===== config.mk =====
export PLATFORM = sky130hd
export DESIGN_NAME = key_debounce
export DESIGN_NICKNAME = d
export VERILOG_FILES = /design/src/rtl/key_debounce_pkg.sv /design/src/rtl/key_debounce_ch.sv /design/src/rtl/key_debounce.sv
export SDC_FILE = /design/constraint.sdc
export NUM_CORES = 1
export LEC_CHECK = 0
export CORE_ASPECT_RATIO = 0.7
export CORE_MARGIN = 2
export CORE_UTILIZATION = 60
export DETAILED_ROUTE_END_ITERATION = 12
export PLACE_DENSITY = 0.74
export SLEW_MARGIN = 20
export SYNTH_ARGS = -nofsm -noshare
export SYNTH_HDL_FRONTEND = slang
export SYNTH_SLANG_ARGS = --single-unit
export TNS_END_PERCENT = 20

===== constraint.sdc =====
create_clock -name clk -period 4.9 [get_ports clk]
set_clock_uncertainty 0.05 [all_clocks]
set_input_delay 0.735 -clock clk [delete_from_list [all_inputs] [get_ports clk]]
set_output_delay 0.735 -clock clk [all_outputs]
set_load 0.01 [all_outputs]

===== src/rtl/key_debounce_pkg.sv =====
// Shared definitions for push-button debounce blocks: FSM state encoding and
// the default filter count (20 ms at 50 MHz).
package key_debounce_pkg;

  typedef logic [1:0] key_state_t;

  localparam key_state_t ST_IDLE       = 2'd0;
  localparam key_state_t ST_PRESS_FILT = 2'd1;
  localparam key_state_t ST_DOWN       = 2'd2;
  localparam key_state_t ST_REL_FILT   = 2'd3;

  localparam int KEY_CNT_MAX_DEFAULT = 999_999;

endpackage


===== src/rtl/key_debounce_ch.sv =====
// One debounce channel: input synchronizer, saturating filter counter and
// press/release FSM. press_o is a combinational one-cycle event.
module key_debounce_ch
  import key_debounce_pkg::*;
#(
  parameter int CNT_MAX     = KEY_CNT_MAX_DEFAULT,
  parameter int SYNC_STAGES = 2
) (
  input  logic clk,
  input  logic rst_n,
  input  logic key_in,
  output logic press_o
);

  localparam int CW = (CNT_MAX > 0) ? $clog2(CNT_MAX + 1) : 1;
  localparam logic [CW-1:0] CNT_TOP = CW'(CNT_MAX);

  logic [SYNC_STAGES-1:0] sync_q, sync_d;
  key_state_t             state_q, state_d;
  logic [CW-1:0]          cnt_q, cnt_d;
  logic                   key_s;
  logic                   press;

  // Synchronizer resets to all ones so a held key looks released after reset.
  assign sync_d = (sync_q << 1) | SYNC_STAGES'(key_in);
  assign key_s  = sync_q[SYNC_STAGES-1];

  always_comb begin
    state_d = state_q;
    cnt_d   = cnt_q;
    press   = 1'b0;
    case (state_q)
      ST_IDLE: begin
        if (!key_s) begin
          state_d = ST_PRESS_FILT;
          cnt_d   = '0;
        end
      end
      ST_PRESS_FILT: begin
        if (key_s) begin
          state_d = ST_IDLE;
          cnt_d   = '0;
        end else if (cnt_q == CNT_TOP) begin
          state_d = ST_DOWN;
          cnt_d   = '0;
          press   = 1'b1;
        end else begin
          cnt_d = cnt_q + CW'(1);
        end
      end
      ST_DOWN: begin
        if (key_s) begin
          state_d = ST_REL_FILT;
          cnt_d   = '0;
        end
      end
      ST_REL_FILT: begin
        if (!key_s) begin
          state_d = ST_DOWN;
          cnt_d   = '0;
        end else if (cnt_q == CNT_TOP) begin
          state_d = ST_IDLE;
          cnt_d   = '0;
        end else begin
          cnt_d = cnt_q + CW'(1);
        end
      end
      default: begin
        state_d = ST_IDLE;
        cnt_d   = '0;
      end
    endcase
  end

  always_ff @(posedge clk or negedge rst_n) begin
    if (!rst_n) begin
      sync_q  <= '1;
      state_q <= ST_IDLE;
      cnt_q   <= '0;
    end else begin
      sync_q  <= sync_d;
      state_q <= state_d;
      cnt_q   <= cnt_d;
    end
  end

  assign press_o = press;

endmodule


===== src/rtl/key_debounce.sv =====
// Two-key debouncer (write/read) with arbitration so the registered press
// pulses never overlap; a colliding event is deferred by one clock.
module key_debounce
  import key_debounce_pkg::*;
#(
  parameter int CNT_MAX     = KEY_CNT_MAX_DEFAULT,
  parameter int SYNC_STAGES = 2
) (
  input  logic clk,
  input  logic rst_n,
  input  logic key_in_wr,
  input  logic key_in_rd,
  output logic key_wr,
  output logic key_rd
);

  logic wr_ev, rd_ev;
  logic wr_pend_q, wr_pend_d;
  logic rd_pend_q, rd_pend_d;
  logic key_wr_q, key_wr_d;
  logic key_rd_q, key_rd_d;

  key_debounce_ch #(.CNT_MAX(CNT_MAX), .SYNC_STAGES(SYNC_STAGES)) u_ch_wr (
    .clk    (clk),
    .rst_n  (rst_n),
    .key_in (key_in_wr),
    .press_o(wr_ev)
  );

  key_debounce_ch #(.CNT_MAX(CNT_MAX), .SYNC_STAGES(SYNC_STAGES)) u_ch_rd (
    .clk    (clk),
    .rst_n  (rst_n),
    .key_in (key_in_rd),
    .press_o(rd_ev)
  );

  // A pending rd always drains first; otherwise wr has priority over a fresh rd.
  always_comb begin
    key_wr_d  = 1'b0;
    key_rd_d  = 1'b0;
    wr_pend_d = 1'b0;
    rd_pend_d = 1'b0;
    if (rd_pend_q) begin
      key_rd_d  = 1'b1;
      wr_pend_d = wr_ev | wr_pend_q;
      rd_pend_d = rd_ev;
    end else if (wr_pend_q || wr_ev) begin
      key_wr_d  = 1'b1;
      wr_pend_d = wr_pend_q & wr_ev;
      rd_pend_d = rd_ev;
    end else if (rd_ev) begin
      key_rd_d = 1'b1;
    end
  end

  always_ff @(posedge clk or negedge rst_n) begin
    if (!rst_n) begin
      wr_pend_q <= 1'b0;
      rd_pend_q <= 1'b0;
      key_wr_q  <= 1'b0;
      key_rd_q  <= 1'b0;
    end else begin
      wr_pend_q <= wr_pend_d;
      rd_pend_q <= rd_pend_d;
      key_wr_q  <= key_wr_d;
      key_rd_q  <= key_rd_d;
    end
  end

  assign key_wr = key_wr_q;
  assign key_rd = key_rd_q;

endmodule


==> metrics.txt, run 1 <==
Max transition margin=about two fifths; number of antenna violations at the first check in global routing=0; cell count after synthesis=around 290; Total Routing Usage GR=between 20% and 30%; Period minus WS final=2.44 ns; depth of the most critical reg-to-reg path=6; initial core utilization=a little over three fifths; post-synth top area share=44.1%; sum of negative setup slack=0 ns; Distinct cells, synth=44; clock sinks=52; number of standard-cell rows in the floorplan=20; flip-flop and latch area=1310 µm²; CP Data Required Time=between 5 and 6 ns; Skew-Pair Late Insertion Delay=0.30 ns; largest area contributor in the synthesized netlist=sky130_fd_sc_hd__dfrtp_1; Starting DRT DRC Count=164; WL met1=3.10 mm; Achievable Freq=409 MHz; total power density per cell area=340 nW/µm²; peak ir drop on the vdd network=0.247 mV; cell leakage power=1.18 nW; number of cells upsized or downsized after cts=0; Placer Congestion=slightly below 0.9; cell with the most instances after synthesis=sky130_fd_sc_hd__dfrtp_1; #FFs+latches synth=52; slowest stage cell on the critical path=sky130_fd_sc_hd__nor4_1; startpoint of the worst hold path=u_ch_rd.sync_q[0]$_DFF_PN1_; result of the run=completed; Buffers on Ports=5; Final Total Pwr=about 1000 µW; switching share of power=a little under a third; Post-Route Utilization=67.3%; Placeable Area=4350 µm²; worst-case register-to-register setup slack=between 2 and 2.5 ns; maximum level of the CTS H-tree=2; diode count=0; Worst Hold Endpoint=u_ch_rd.sync_q[1]$_DFF_PN1_; most numerous cell types in the synthesized netlist=48 x sky130_fd_sc_hd__dfrtp_1, 40 x sky130_fd_sc_hd__nand2_1, 22 x sky130_fd_sc_hd__a31oi_1, 22 x sky130_fd_sc_hd__nand3_1, 19 x sky130_fd_sc_hd__nor2_1; critical path arrival=2.60 ns; area of the die=5110 µm²; number of clock buffers inserted by TritonCTS=5; netlist area before placement=2730 µm²; commonest register cell after synthesis=sky130_fd_sc_hd__dfrtp_1; endpoint of the most critical register-to-register path=rd_pend_q$_DFF_PN0_; number of fill cells=352; setup-violating endpoint count in the final report=0; Final Hold Viols=0; maximum buffer depth of the clock tree=2; hold path depth=0; clock share of power=31.1%; placed insts=343; cell chosen for the clock root=sky130_fd_sc_hd__clkbuf_8; kind of capture point of the worst setup path=flop; uppermost layer routed=met4; cell area after placement=2800 µm²; total of warnings raised by yosys=0; drt drc=0; average via count per standard cell=6.36; vias in the first global route=1959; drt wl/cell=between 15 and 20 µm; CP max FO=5; DR pass1 iterations=5; startpoint-to-endpoint class of the critical path=flop to flop; internal power contribution=just under 700 µW; switching component of the power=315 µW; count of final max-slew check failures=0; die outline height=60.4 µm; cell-by-cell listing of the critical path=ha_1 -> nand3_1 -> nor4_1 -> and4_1 -> nor2_1 -> a2111oi_4; type of element launching the critical path=flop; fraction of registers with async set or reset after synthesis=100%; CTS tree=built; remaining number of nets flagged by the antenna check after routing=0; layout cell share with drive strength beyond 1=9.12%; fraction of the yosys area taken by sequential cells=between 40% and 50%; Post-Layout Cell Count=~350; setup repair after global routing missed its margin=no; clock transition time at the flip-flop clock pins of the worst setup and hold paths=0.10 ns; net count of the mapped netlist=297; actual slew at the worst max-slew pin=0.913 ns; path category of the worst min-delay check=flop to flop; post-cts hold buffer count=0; count of buffers added by post-CTS timing repair for setup=0; cell area after layout=2930 µm²; relative area change from synthesis to final layout=7.53%; slowest cell delay on critical path=0.66 ns; hpwl dp=3.91 mm; startpoint of the most critical register-to-register path=u_ch_wr.cnt_q[0]$_DFFE_PN0P_; average instance area after synthesis=9.37 µm²; final wirelength=5.74 mm; pin count of the biggest net entering global routing=53; global-route wire length before repair=9.65 mm; overflow left after global routing=0; portion of total power attributed to combinational logic=20.5%; total number of vias=2233; total of max-cap violations=0; detailed-routed wire length on met2=2.29 mm; crit share post-route=49.8%; area of the multi-input gates=1350 µm²; met3 WL=285 µm; sequential cell fraction of total power=48.4%; number of top-level design ports=6; Final Net Count=roughly 300; Chip Width=84.6 µm; biggest area contributors in the synthesized netlist=sky130_fd_sc_hd__dfrtp_1 44%, sky130_fd_sc_hd__nand2_1 5.5%, sky130_fd_sc_hd__a31oi_1 5.0%, sky130_fd_sc_hd__nand3_1 4.0%, sky130_fd_sc_hd__dfstp_2 3.9%; number of synthesized flops with an enable pin=0
==> sequential cells by signal, summed over array words and instances, names as in the netlist, named ones only <==
name	flops
u_ch_rd.state_q	1
u_ch_rd.sync_q	2
rd_pend_q	1
u_ch_wr.sync_q	2
wr_pend_q	1
u_ch_wr.cnt_q	20
key_wr	1
u_ch_rd.cnt_q	20
u_ch_wr.state_q	1
key_rd	1
==> power by group through the flow <==
stage	clock, mW	sequential (mW)	combinational [mW]
finish	0.311	0.483	0.204
global placement	0	0.489	0.196
global route	0.331	0.487	0.229
detailed placement	0	0.490	0.197
CTS	0.316	0.482	0.200
floorplan	0	0.484	0.167
==> final cells by class <==
type	instances	area share (%)
clock buffer	6	2.82
multi-input combinational	221	46.0
inverter	9	1.15
sequential	52	44.6
timing repair buffer	6	1.79
clock inverter	2	1.32
tap	55	2.35
==> critical path: cells and delay by family (launching register included) <==
family          cells  cell delay [ns]
simple gates        4             1.35
flops               1             0.40
compound gates      1             0.34
fa+ha+maj           1             0.23
==> routing by layer <==
metal / up-vias / GRT usage (%)
met5: - / 0
met4: 0 / 5.22
met3: 8 / 4.76
met2: 67 / 32.3
met1: 1063 / 39.3
li1: 1095 / -
==> cell usage in the layout (no fill, tap or decap), types with 6 or more instances in the layout <==
master and n:
sky130_fd_sc_hd__a21oi_1 15, sky130_fd_sc_hd__nand3_1 22, sky130_fd_sc_hd__nand4_1 8, sky130_fd_sc_hd__a31oi_1 22, sky130_fd_sc_hd__or3_1 6, sky130_fd_sc_hd__nor3_1 8
sky130_fd_sc_hd__nand2_1 40, sky130_fd_sc_hd__inv_1 9, sky130_fd_sc_hd__clkbuf_8 6, sky130_fd_sc_hd__nor2_1 19, sky130_fd_sc_hd__and3_1 6, sky130_fd_sc_hd__dfrtp_1 48
sky130_fd_sc_hd__o21ai_0 16
==> cell families after synthesis <==
family                     Yosys count  synth area share, %
AOI/OAI and AO/OA                   81                 19.9
DFF                                 52                 47.9
buffers and inverters               18                 3.30
adders and majority gates            3                 1.28
xor gates and xnor gates             2                0.643
muxes                                2                0.734
and+or+nand+nor                    133                 26.2
==> how the worst max path moves through the flow <==
| stage | slack (ns) | cells after the start | end | startpoint |
|---|---|---|---|---|
| floorplan | 2.79 | 8 | flop | u_ch_wr.cnt_q[6]$_DFFE_PN0P_ |
| global placement | 2.51 | 6 | u_ch_wr.cnt_q[6]$_DFFE_PN0P_ | u_ch_wr.cnt_q[0]$_DFFE_PN0P_ |
| detailed placement | 2.41 | 6 | u_ch_wr.cnt_q[6]$_DFFE_PN0P_ | u_ch_wr.cnt_q[0]$_DFFE_PN0P_ |
| CTS | 2.40 | 6 | u_ch_wr.cnt_q[6]$_DFFE_PN0P_ | u_ch_wr.cnt_q[0]$_DFFE_PN0P_ |
| global route | 2.28 | 6 | rd_pend_q$_DFF_PN0_ | u_ch_wr.cnt_q[0]$_DFFE_PN0P_ |
| finish | 2.46 | 6 | rd_pend_q$_DFF_PN0_ | u_ch_wr.cnt_q[0]$_DFFE_PN0P_ |
==> through the flow <==
| stage | worst slack (ns) | hold WS, ns |
|---|---|---|
| after floorplan | 2.79 | 0.295 |
| after global placement | 2.51 | 0.296 |
| after detailed placement | 2.41 | 0.303 |
| after CTS | 2.40 | 0.317 |
| after global routing | 2.28 | 0.320 |
| final | 2.46 | 0.314 |
Note: power is estimated with default switching activity, not from simulation.
==> inputs of run 2 (changes only) <==
==> constraint.sdc (replaced) <==
create_clock -name clk -period 2.3 [get_ports clk]
set_clock_uncertainty 0.05 [all_clocks]
set_input_delay 0.345 -clock clk [delete_from_list [all_inputs] [get_ports clk]]
set_output_delay 0.345 -clock clk [all_outputs]
set_load 0.01 [all_outputs]
==> metrics.txt, run 2 (synthesis results as in run 1) <==
Buffers on Ports=5; actual slew at the worst max-slew pin=0.402 ns; drt wl/cell=16.0 µm; number of clock buffers inserted by TritonCTS=5; registers with the most flip-flops=u_ch_rd.cnt_q (20), u_ch_wr.cnt_q (20); count of final max-slew check failures=0; Chip Width=84.6 µm; CP max FO=13; kind of capture point of the worst setup path=flop; slowest stage cell on the critical path=sky130_fd_sc_hd__or4b_1; sequential cell fraction of total power=51.5%; portion of total power attributed to combinational logic=about a quarter; most common library cell in the layout ignoring fill and taps=sky130_fd_sc_hd__dfrtp_1; Final Hold Viols=0; critical path arrival=2.34 ns; number of standard-cell rows in the floorplan=20; Skew-Pair Late Insertion Delay=0.30 ns; layout cell share with drive strength beyond 1=16.5%; final wirelength=about 6 mm; hpwl dp=4.27 mm; Placeable Area=roughly 4400 µm²; setup repair after global routing missed its margin=no; startpoint of the most critical register-to-register path=u_ch_rd.cnt_q[12]$_DFFE_PN0P_; peak ir drop on the vdd network=0.466 mV; area of the die=5110 µm²; Period minus WS final=2.20 ns; cell chosen for the clock root=sky130_fd_sc_hd__clkbuf_8; global-route wire length before repair=between 9 and 10 mm; total number of vias=2349; number of fill cells=332; commonest non-fill, non-tap cells in the layout=48 x sky130_fd_sc_hd__dfrtp_1, 40 x sky130_fd_sc_hd__nand2_1, 24 x sky130_fd_sc_hd__buf_4; count of buffers added by post-CTS timing repair for setup=0; overflow left after global routing=0; total power density per cell area=649 nW/µm²; CTS tree=built; number of antenna violations at the first check in global routing=0; Max transition margin=73.2%; Starting DRT DRC Count=213; sum of negative setup slack=0 ns; clock sinks=52; Crit path buffers/inverters=1; initial core utilization=62.6%; average via count per standard cell=6.25; drt drc=0; crit share post-route=95.8%; Final Net Count=326; slowest cell delay on critical path=0.58 ns; Final Total Pwr=approximately 2.0 mW; type of element launching the critical path=flop; cell leakage power=1.31 nW; internal power contribution=1.35 mW; maximum level of the CTS H-tree=2; maximum buffer depth of the clock tree=2; remaining number of nets flagged by the antenna check after routing=0; switching component of the power=666 µW; family with the most delay on the worst path=simple AND/OR/NAND/NOR gates; startpoint of the worst hold path=u_ch_wr.sync_q[0]$_DFF_PN1_; relative area change from synthesis to final layout=14.1%; total of max-cap violations=0; diode count=0; number of top-level design ports=6; DR pass1 iterations=5; cell-by-cell listing of the critical path=or4b_1 -> nor4_4 -> a21oi_2 -> buf_4 -> a21o_1 -> a22o_1; Placer Congestion=0.872; pin count of the biggest net entering global routing=38; placed insts=367; die outline height=approximately 60 µm; Achievable Freq=454 MHz; result of the run=completed; clock transition time at the flip-flop clock pins of the worst setup and hold paths=0.09 ns; vias in the first global route=1997; startpoint-to-endpoint class of the critical path=flop to flop; Total Routing Usage GR=24.7%; path category of the worst min-delay check=flop to flop; CP Data Required Time=2.44 ns; setup-violating endpoint count in the final report=0; beginning of the critical path=u_ch_rd.cnt_q[12]$_DFFE_PN0P_; Post-Layout Cell Count=between 300 and 400; switching share of power=between 30% and 40%; clock share of power=25.0%
## run 2: changes by cell type in the layout (fill, tap and decap cells not counted), moves of 2 or more
cell | previous run | this run
sky130_fd_sc_hd__a21oi_2 | 0 | 2
sky130_fd_sc_hd__clkbuf_1 | 0 | 2
sky130_fd_sc_hd__buf_4 | 1 | 24
sky130_fd_sc_hd__a21oi_4 | 2 | 0
## run 2: what timing repair did
action	CTS	global route
resized for setup	0	6
setup endpoints to repair	0	15
hold buffers	1	0
endpoints found under the hold margin	12	0
## run 2: worst paths after layout
kind                                                 end  slack [ns]  depth (start not counted)
min in group asynchronous  u_ch_rd.cnt_q[13]$_DFFE_PN0P_        0.46                          2
hold reg to reg              u_ch_wr.sync_q[1]$_DFF_PN1_        0.30                          0
setup / recovery            u_ch_rd.cnt_q[3]$_DFFE_PN0P_         0.1                          6
hold / removal               u_ch_wr.sync_q[1]$_DFF_PN1_        0.30                          0
max in group asynchronous    u_ch_rd.sync_q[1]$_DFF_PN1_        1.15                          3
setup reg to reg            u_ch_rd.cnt_q[3]$_DFFE_PN0P_         0.1                          6
## run 2: power groups by stage
stage          clock, mW  sequential [mW]  combinational [mW]
2_1_floorplan          0             1.03               0.356
3_3_place_gp           0             1.04               0.456
3_5_place_dp           0             1.05               0.465
4_1_cts            0.516             1.03               0.469
5_1_grt            0.547             1.05               0.544
6_report           0.505             1.04               0.475
## run 2: cell type report
cell class	count	area [µm²]	area share [%]
clock inverter	1	5.00	0.161
tap	55	68.8	2.21
timing repair buffer	31	255	8.20
clock buffer	7	76.3	2.45
sequential	52	1310	42.0
inverter	9	33.8	1.09
multi-input combinational	221	1370	43.9
## run 2: worst register-to-register path, delay by kind of cell (launching register included)
family / cells / cell delay, ns
compound gates: 3 / 0.50
buf+inv: 1 / 0.21
flops: 1 / 0.40
simple gates: 2 / 0.94
## run 2: per-stage QoR
step / util [%] / hold WS, ns / worst slack (ns) / cell area [µm²]
6_report: 71.5 / 0.304 / 0.0960 / 3110
5_1_grt: 71.5 / 0.311 / 0.000447 / 3110
4_1_cts: 70.7 / 0.310 / 0.0865 / 3080
3_5_place_dp: 68.6 / 0.244 / 0.0946 / 2990
3_3_place_gp: 68.6 / 0.240 / 0.140 / 2990
2_1_floorplan: - / -0.000591 / 0.195 / 2730
## run 2: layer usage
metal	up-vias	wire length [µm]	share of wire, %	track usage, %
met4	0	23	0.38	3.40
met5	-	0	0	0
met2	69	2410	40	34.0
met3	5	301	5.0	4.49
li1	1153	-	-	-
met1	1122	3290	55	41.3
==> inputs of run 3 (changes only) <==
--- a/config.mk
+++ b/config.mk
@@ -7,11 +7,10 @@
 export LEC_CHECK = 0
 export CORE_ASPECT_RATIO = 0.7
 export CORE_MARGIN = 2
-export CORE_UTILIZATION = 60
+export CORE_UTILIZATION = 45
 export DETAILED_ROUTE_END_ITERATION = 12
-export PLACE_DENSITY = 0.74
-export SLEW_MARGIN = 20
+export PLACE_DENSITY = 0.58
+export SLEW_MARGIN = 25
 export SYNTH_ARGS = -nofsm -noshare
 export SYNTH_HDL_FRONTEND = slang
 export SYNTH_SLANG_ARGS = --single-unit
-export TNS_END_PERCENT = 20
==> metrics.txt, run 3 (synthesis results as in run 1) <==
diode count=0; Final Hold Viols=0; Post-Layout Cell Count=around 390; die outline height=69.1 µm; drt wl/cell=15.4 µm; maximum level of the CTS H-tree=2; hpwl dp=4.21 mm; CTS tree=built; number of clock buffers inserted by TritonCTS=5; total number of vias=2296; depth of the most critical reg-to-reg path=6; registers with the most flip-flops=u_ch_rd.cnt_q (20), u_ch_wr.cnt_q (20); Total Routing Usage GR=19.5%; path category of the worst min-delay check=flop to flop; placed insts=384; area of the die=6710 µm²; CP max FO=12; initial core utilization=~47%; sum of negative setup slack=0 ns; type of element launching the critical path=flop; beginning of the critical path=u_ch_rd.cnt_q[13]$_DFFE_PN0P_; number of top-level design ports=6; crit share post-route=96.1%; average via count per standard cell=5.84; relative area change from synthesis to final layout=16.5%; vias in the first global route=slightly above 2000; cell leakage power=between 1 and 1.5 nW; Chip Width=around 97 µm; layout cell share with drive strength beyond 1=15.7%; count of final max-slew check failures=0; Skew-Pair Late Insertion Delay=0.30 ns; Starting DRT DRC Count=~160; number of fill cells=520; maximum buffer depth of the clock tree=2; Placeable Area=5780 µm²; kind of capture point of the worst setup path=flop; endpoint of the most critical register-to-register path=u_ch_rd.cnt_q[3]$_DFFE_PN0P_; clock transition time at the flip-flop clock pins of the worst setup and hold paths=0.09 ns; Achievable Freq=approximately 450 MHz; worst-case register-to-register setup slack=0.09 ns; total of max-cap violations=0; endpoint of the worst setup timing path=u_ch_rd.cnt_q[3]$_DFFE_PN0P_; startpoint-to-endpoint class of the critical path=flop to flop; critical path arrival=2.36 ns; Max transition margin=between 70% and 80%; number of antenna violations at the first check in global routing=0; final wirelength=6.06 mm; total power density per cell area=680 nW/µm²; commonest non-fill, non-tap cells in the layout=48 x sky130_fd_sc_hd__dfrtp_1, 40 x sky130_fd_sc_hd__nand2_1, 22 x sky130_fd_sc_hd__a31oi_1; setup repair after global routing missed its margin=yes; count of buffers added by post-CTS timing repair for setup=0; cell chosen for the clock root=sky130_fd_sc_hd__clkbuf_8; Worst Hold Margin=0.311 ns; result of the run=completed; Buffers on Ports=5; Final Net Count=323; drt drc=0; DR pass1 iterations=4; number of standard-cell rows in the floorplan=23; actual slew at the worst max-slew pin=0.415 ns; most common library cell in the layout ignoring fill and taps=sky130_fd_sc_hd__dfrtp_1; setup-violating endpoint count in the final report=0; clock sinks=52; peak ir drop on the vdd network=about 0.36 mV; startpoint of the most critical register-to-register path=u_ch_rd.cnt_q[13]$_DFFE_PN0P_; overflow left after global routing=0; Final Total Pwr=2.16 mW; remaining number of nets flagged by the antenna check after routing=0; CP Data Required Time=between 2 and 2.5 ns; global-route wire length before repair=10.5 mm; Period minus WS final=2.21 ns; Placer Congestion=0.830; pin count of the biggest net entering global routing=53
[run 3: worst min path at each step]
stage,startpoint,endpoint,cells after the start
3_5_place_dp,u_ch_wr.sync_q[0]$_DFF_PN1_,u_ch_wr.sync_q[1]$_DFF_PN1_,0
5_1_grt,u_ch_wr.sync_q[0]$_DFF_PN1_,u_ch_wr.sync_q[1]$_DFF_PN1_,0
6_report,u_ch_wr.sync_q[0]$_DFF_PN1_,u_ch_wr.sync_q[1]$_DFF_PN1_,0
4_1_cts,u_ch_wr.sync_q[0]$_DFF_PN1_,u_ch_wr.sync_q[1]$_DFF_PN1_,0
3_3_place_gp,u_ch_wr.sync_q[0]$_DFF_PN1_,u_ch_wr.sync_q[1]$_DFF_PN1_,0
2_1_floorplan,rst_n,asynchronous set/reset pin,0
[run 3: critical path, cell delays in order, from the launching register on]
cell and delay, ns:
sky130_fd_sc_hd__dfrtp_1 0.39, sky130_fd_sc_hd__or4b_1 0.60, sky130_fd_sc_hd__nor4_4 0.40, sky130_fd_sc_hd__a21oi_4 0.17, sky130_fd_sc_hd__buf_12 0.17, sky130_fd_sc_hd__a21o_1 0.15
sky130_fd_sc_hd__a22o_1 0.17
[run 3: routing by layer]
layer	routed length [µm]	global-route usage (%)	vias up
met4	33	4.23	0
met3	242	4.56	2
met1	3700	34.3	1103
li1	-	-	1144
met2	2080	22.7	47
met5	0	0	-
[run 3: cell type report]
cell class | instances | area (µm²) | area share (%)
inverter | 9 | 33.8 | 1.06
timing repair buffer | 28 | 258 | 8.12
multi-input combinational | 221 | 1380 | 43.3
clock inverter | 2 | 35.0 | 1.10
clock buffer | 6 | 72.6 | 2.29
tap | 75 | 93.8 | 2.96
sequential | 52 | 1310 | 41.1
[run 3: what timing repair did]
item | in CTS | in global routing
endpoints found under the hold margin | 48 | 0
hold buffers | 1 | 0
gates resized for setup | 0 | 7
setup endpoints to repair | 0 | 13
[run 3: stage by stage]
| step | worst slack (ns) | area, µm² | utilization (%) |
|---|---|---|---|
| 2_1_floorplan | 0.195 | 2730 | - |
| 3_3_place_gp | 0.113 | 3020 | 52.1 |
| 3_5_place_dp | 0.0750 | 3020 | 52.1 |
| 4_1_cts | 0.0618 | 3130 | 54.2 |
| 5_1_grt | -0.00603 | 3180 | 54.9 |
| 6_report | 0.0904 | 3180 | 54.9 |
[run 3: power breakdown]
part	internal, mW	switching (mW)
clock network	0.323	0.294
registers	0.968	0.0611
logic	0.189	0.323
total	1.48	0.677
==> patch 1, RTL diff (config.mk and constraints of run 1) <==
`SYNC_STAGES` is set to 2 in 2 places; all go to 4.
--- a/src/rtl/key_debounce_ch.sv
+++ b/src/rtl/key_debounce_ch.sv
@@ -4,7 +4,7 @@
   import key_debounce_pkg::*;
 #(
   parameter int CNT_MAX     = KEY_CNT_MAX_DEFAULT,
-  parameter int SYNC_STAGES = 2
+  parameter int SYNC_STAGES = 4
 ) (
   input  logic clk,
   input  logic rst_n,
--- a/src/rtl/key_debounce.sv
+++ b/src/rtl/key_debounce.sv
@@ -4,7 +4,7 @@
   import key_debounce_pkg::*;
 #(
   parameter int CNT_MAX     = KEY_CNT_MAX_DEFAULT,
-  parameter int SYNC_STAGES = 2
+  parameter int SYNC_STAGES = 4
 ) (
   input  logic clk,
   input  logic rst_n,
Formal check against the unedited RTL: no difference found for any inputs over 10 cycles, from zero or initial values and one cycle with rst_n low; that may be too few to reach the edited logic, so the function may still have changed.
==> patch 1 against run 1 <==
Clock power fell by 3%. Power rose by 23%. Count of clock-buffer cells in the layout fell by 1. Sequential cell count rose by 4. Routed wire length fell by 2.1%. Worst setup slack improved by 48 ps. Synthesized area rose by 2.4%. Global-route usage barely moved. Design area rose by 1.8%. Sequential share of layout area rose by 2.7 points. Synthesized cell count fell by 0.69%. Critical endpoint is now u_ch_rd.cnt_q[8]$_DFFE_PN0P_.
==> patch 1: results (changes against run 1) <==
.. list-table::
   :header-rows: 1

   * - Metric
     - Value
   * - Run status
     - complete, no violations
   * - Worst max-slew margin expressed relative to the limit
     - 0.3941 (+0.005122)
   * - Largest net degree at the start of global routing
     - 57 (+7.5%)
   * - Area overhead of the layout relative to synthesis
     - 6.900%
   * - Area after detailed placement
     - 2874 sq um (+2.8%)
   * - Buffering overhead
     - 0.02263 (+0.004706)
   * - GR Util met3
     - 0.07105 (+0.02343)
   * - Commonest cells in the netlist
     - sky130_fd_sc_hd__dfrtp_1 (48), sky130_fd_sc_hd__nand2_1 (33), sky130_fd_sc_hd__nand3_1 (22)
   * - Total via count in the routed design
     - 2203 (-1.3%)
   * - Worst slack at placement
     - 2543 ps (+132.0 ps)
   * - Final HPWL DP
     - 3879 microns (-0.68%)
   * - Met2 track demand over resource
     - 0.2991 (-0.02373)
   * - Area taken by flip-flops and latches
     - 1411 sq um (+8.0%)
   * - Post-synthesis instance area
     - 2793 sq um (+2.4%)
   * - Cell types with the largest area share after synthesis
     - sky130_fd_sc_hd__dfrtp_1 (43%), sky130_fd_sc_hd__dfstp_2 (7.5%), sky130_fd_sc_hd__a31oi_1 (4.5%), sky130_fd_sc_hd__nand2_1 (4.4%), sky130_fd_sc_hd__nand3_1 (3.9%)
   * - Final Hold Slack
     - 307.8 ps (-6.292 ps)
   * - Share of post-route cells with drive strength above 1
     - 0.1126 (+0.02141)
   * - Crit Reg-Reg Startpoint
     - u_ch_rd.cnt_q[0]$_DFFE_PN0P_
   * - GR met1 Demand/Resource
     - 0.4103 (+0.01724)
   * - Number of non-filler instances in the completed layout
     - 348 (-0.85%)
   * - Cell leakage power
     - 0.001257 uW (+6.9%)
   * - Depth of the worst register-to-register path
     - 7 (+1)
   * - Gp weighted congestion
     - 0.8676 (-1.8%)
   * - Gate count of the mapped netlist
     - 289 (-0.69%)
   * - Signal arrival time at the worst endpoint
     - 2580 ps (-20 ps)
   * - Multi-input gate share of total cell area
     - 0.4355 (-0.02463)
   * - Syn nets
     - 295 (-0.67%)
   * - Worst supply voltage drop on vdd
     - 0.0002895 V (+17%)
   * - Number of global-route vias before repair
     - 1893 (-3.4%)
   * - Global-route usage over all layers
     - 0.2398 (+0.0003135)
==> patch 1: cell types whose count changed after synthesis, moves of 4 or more <==
| cell | run 1 | this run |
|---|---|---|
| sky130_fd_sc_hd__o21ai_1 | 1 | 6 |
| sky130_fd_sc_hd__a21o_1 | 4 | 10 |
| sky130_fd_sc_hd__or3_1 | 6 | 1 |
| sky130_fd_sc_hd__nand2_1 | 40 | 33 |
| sky130_fd_sc_hd__a21oi_1 | 16 | 20 |
| sky130_fd_sc_hd__buf_2 | 0 | 7 |
| sky130_fd_sc_hd__dfstp_2 | 4 | 8 |
| sky130_fd_sc_hd__nor2_1 | 19 | 13 |
==> patch 1: cells by family after synthesis <==
| logic type | synth area share |
|---|---|
| XOR/XNOR | 0.01255 |
| AND/OR/NAND/NOR | 0.2303 |
| multiplexers | 0.003584 |
| flip-flops | 0.5054 |
| AO/OA/AOI/OAI | 0.2043 |
| buffers and inverters | 0.03136 |
| adder cells (fa/ha/maj) | 0.01254 |
==> patch 1: worst max-delay path, cell delays in order, from the launching register on <==
cell,delay (ps)
sky130_fd_sc_hd__dfrtp_1,430
sky130_fd_sc_hd__ha_1,240
sky130_fd_sc_hd__and3_1,160
sky130_fd_sc_hd__and3_4,200
sky130_fd_sc_hd__a31oi_2,630
sky130_fd_sc_hd__buf_4,310
sky130_fd_sc_hd__a41oi_1,130
sky130_fd_sc_hd__a31oi_1,160
==> patch 1: power groups by stage <==
stage               clock [uW]  combinational (uW)  sequential (uW)
finish                     303                 375              547
global route               329                 426              554
CTS                        307                 368              546
detailed placement           0                 368              555
global placement             0                 365              554
floorplan                    0                 290              547
==> patch 1: how the worst max path moves through the flow <==
stage                            startpoint                             to  slack [ps]  cells past startpoint
6_report       u_ch_rd.cnt_q[0]$_DFFE_PN0P_   u_ch_rd.cnt_q[8]$_DFFE_PN0P_        2510                      7
3_5_place_dp   u_ch_rd.cnt_q[0]$_DFFE_PN0P_   u_ch_rd.cnt_q[8]$_DFFE_PN0P_        2540                      7
5_1_grt        u_ch_rd.cnt_q[0]$_DFFE_PN0P_   u_ch_rd.cnt_q[8]$_DFFE_PN0P_        2350                      7
3_3_place_gp   u_ch_rd.cnt_q[0]$_DFFE_PN0P_   u_ch_rd.cnt_q[8]$_DFFE_PN0P_        2600                      7
2_1_floorplan  u_ch_rd.cnt_q[0]$_DFFE_PN0P_  u_ch_rd.cnt_q[18]$_DFFE_PN0P_        2910                      7
4_1_cts        u_ch_rd.cnt_q[0]$_DFFE_PN0P_   u_ch_rd.cnt_q[8]$_DFFE_PN0P_        2510                      7
==> patch 1: layer usage <==
layer,share of wire,vias up
met5,0,-
met4,0.0045,0
met3,0.059,4
met2,0.38,65
met1,0.56,1045
li1,-,1089
==> patch 2, RTL diff (settings of run 1) <==
Without the edit above. The output `key_rd` loses its register stage (`key_rd_q` becomes a continuous assignment).
--- a/src/rtl/key_debounce.sv
+++ b/src/rtl/key_debounce.sv
@@ -58,14 +58,14 @@
       wr_pend_q <= 1'b0;
       rd_pend_q <= 1'b0;
       key_wr_q  <= 1'b0;
-      key_rd_q  <= 1'b0;
     end else begin
       wr_pend_q <= wr_pend_d;
       rd_pend_q <= rd_pend_d;
       key_wr_q  <= key_wr_d;
-      key_rd_q  <= key_rd_d;
     end
   end
+
+  assign key_rd_q = key_rd_d;
 
   assign key_wr = key_wr_q;
   assign key_rd = key_rd_q;
Function: same outputs for any inputs over 10 cycles, from zero or initial values and one cycle with rst_n low; that may be too few to reach the edited logic, so the function may still have changed.
==> patch 2 against run 1 <==
Sequential share of layout area up 0.71 points. Synthesized area down 0.78%. Design area down 3.5%. Die area is 0.74% lower. Power fell by 7.9%. Routed wire length shrank 7.7%. Sequential cell count is 1 lower. Worst setup slack worse by 1000 ps. Count of clock-buffer cells in the layout did not move.
==> patch 2: results (changes against run 1) <==
.. list-table::
   :header-rows: 1

   * - Metric
     - Value
   * - Run status
     - complete, no violations
   * - Met1 WL
     - 3016 microns (-2.7%)
   * - Top metal layer carrying routed signals
     - met4
   * - Worst supply voltage drop on vdd
     - 0.0003097 V (+25%)
   * - Slew @ Worst Pin
     - 950.9 ps (+37.66 ps)
   * - Port buffer count
     - 5 (unchanged)
   * - DR WL/cell
     - 15.43 microns (-5.5%)
   * - Gate count of the mapped netlist
     - 289 (-0.69%)
   * - Post-cts resize count
     - 0 (unchanged)
   * - DRT iter0 DRCs
     - 140 (-15%)
   * - Clock-pin slew of the registers on the worst-case setup and hold paths
     - 100 ps (about the same)
   * - Longest individual stage delay on the worst path
     - 470 ps (-190 ps)
   * - Detailed route wirelength on metal3
     - 211 microns (-26%)
   * - Cell types with the largest area share after synthesis
     - sky130_fd_sc_hd__dfrtp_1 (43%), sky130_fd_sc_hd__nand2_1 (4.9%), sky130_fd_sc_hd__a31oi_1 (4.4%), sky130_fd_sc_hd__dfstp_2 (3.9%), sky130_fd_sc_hd__nor2_1 (3.5%)
   * - Total clock buffers created by CTS
     - 5 (unchanged)
   * - Number of non-filler instances in the completed layout
     - 343 (-2.3%)
   * - Warning count from the yosys run
     - 0 (unchanged)
   * - Post-CTS setup repair buffer count
     - 0 (unchanged)
   * - Slowest cell on the critical path
     - sky130_fd_sc_hd__clkdlybuf4s50_1
   * - Share of post-route cells with drive strength above 1
     - 0.08333 (-0.007883)
   * - Signal arrival time at the worst endpoint
     - 2660 ps (+60 ps)
   * - Vias per cell
     - 6.280 (-1.3%)
   * - Area after detailed placement
     - 2745 sq um (-1.8%)
   * - Sequential area share after synthesis
     - 0.4736 (-0.005483)
   * - Syn nets
     - 295 (-0.67%)
   * - Wire length on met2
     - 2033 microns (-11%)
   * - First-pass GRT wire length
     - 8983 microns (-6.9%)
   * - Cell leakage power
     - 0.001236 uW (+5.1%)
   * - Final HPWL DP
     - 3618 microns (-7.4%)
   * - Worst slack at placement
     - 1812 ps (-599.3 ps)
   * - First drt pass iteration count
     - 4 (-1)
   * - Worst Path Max Fanout
     - 5 (unchanged)
   * - Antenna violations before repair
     - 0 (unchanged)
   * - Largest registers
     - u_ch_rd.cnt_q: 20 flops, u_ch_wr.cnt_q: 20 flops
   * - Internal power
     - 620.3 uW (-9.1%)
   * - Number of global-route vias before repair
     - 1809 (-7.7%)
   * - Delay-heaviest family, CP
     - simple AND/OR/NAND/NOR gates
   * - Count of different cell masters after synthesis
     - 50 (+14%)
   * - Global-route usage over all layers
     - 0.2244 (-0.01507)
   * - Area overhead of the layout relative to synthesis
     - 4.625%
   * - Commonest cells in the netlist
     - sky130_fd_sc_hd__dfrtp_1 (47), sky130_fd_sc_hd__nand2_1 (35), sky130_fd_sc_hd__nor2_1 (25)
   * - Tightest Hold Check Type
     - register to register
   * - Gp weighted congestion
     - 0.7795 (-12%)
   * - Largest net degree at the start of global routing
     - 52 (-1.9%)
patch 2: cell types whose count changed in the layout (fill, tap and decap cells not counted), moves of 4 or more:
cell and delta:
sky130_fd_sc_hd__a22o_1 +4, sky130_fd_sc_hd__and4_1 +4, sky130_fd_sc_hd__inv_1 -5, sky130_fd_sc_hd__nand2_1 -5, sky130_fd_sc_hd__nand3_1 -5, sky130_fd_sc_hd__nor2_1 +6, sky130_fd_sc_hd__nor3_1 -4, sky130_fd_sc_hd__nor4_2 -4
sky130_fd_sc_hd__or3_1 -4
patch 2: area by class of cell:
| type | count | area, sq um |
|---|---|---|
| fill | 352 | 1499 |
| clock inverter | 2 | 12.51 |
| inverter | 4 | 15.01 |
| tap | 55 | 68.82 |
| timing repair buffer | 6 | 52.55 |
| sequential | 51 | 1281 |
| multi-input combinational | 219 | 1328 |
| clock buffer | 6 | 72.57 |
patch 2: kinds of logic after synthesis:
kind of cell,count (synthesis),synth area share
simple gates,130,0.2521
xor+xnor,3,0.009715
buf+inv,19,0.03561
flops,51,0.4736
mux,4,0.01573
compound gates,79,0.2003
fa+ha+maj,3,0.01295
patch 2: power groups by stage:
| stage | logic [uW] | registers (uW) | clock network [uW] |
|---|---|---|---|
| 5_1_grt | 233 | 479 | 263 |
| 6_report | 206 | 473 | 240 |
| 2_1_floorplan | 175 | 475 | 0 |
| 4_1_cts | 205 | 472 | 247 |
| 3_5_place_dp | 205 | 480 | 0 |
| 3_3_place_gp | 200 | 478 | 0 |
patch 2: per-layer routing:
| metal | GRT usage | vias up |
|---|---|---|
| li1 | - | 1072 |
| met1 | 0.3663 | 1038 |
| met4 | 0.03917 | 0 |
| met5 | 0 | - |
| met3 | 0.04558 | 4 |
| met2 | 0.3039 | 40 |
patch 2: final timing paths:
check / slack [ps] / cells past startpoint / endpoint / startpoint
max: 1460 / 7 / key_rd / u_ch_wr.cnt_q[0]$_DFFE_PN0P_
min: 320 / 0 / u_ch_rd.sync_q[1]$_DFF_PN1_ / u_ch_rd.sync_q[0]$_DFF_PN1_
max reg2reg: 2450 / 6 / u_ch_rd.cnt_q[13]$_DFFE_PN0P_ / u_ch_rd.cnt_q[0]$_DFFE_PN0P_
min reg2reg: 320 / 0 / u_ch_rd.sync_q[1]$_DFF_PN1_ / u_ch_rd.sync_q[0]$_DFF_PN1_
max in group asynchronous: 3900 / 2 / u_ch_rd.cnt_q[13]$_DFFE_PN0P_ / rst_n
min in group asynchronous: 480 / 2 / u_ch_wr.cnt_q[5]$_DFFE_PN0P_ / rst_n
patch 2: worst register-to-register path: cells and delay by family (launching register included):
| family | cells | cell delay, ps |
|---|---|---|
| flip-flops | 1 | 420 |
| AO/OA/AOI/OAI | 1 | 700 |
| adder cells (fa/ha/maj) | 1 | 250 |
| AND/OR/NAND/NOR | 4 | 980 |
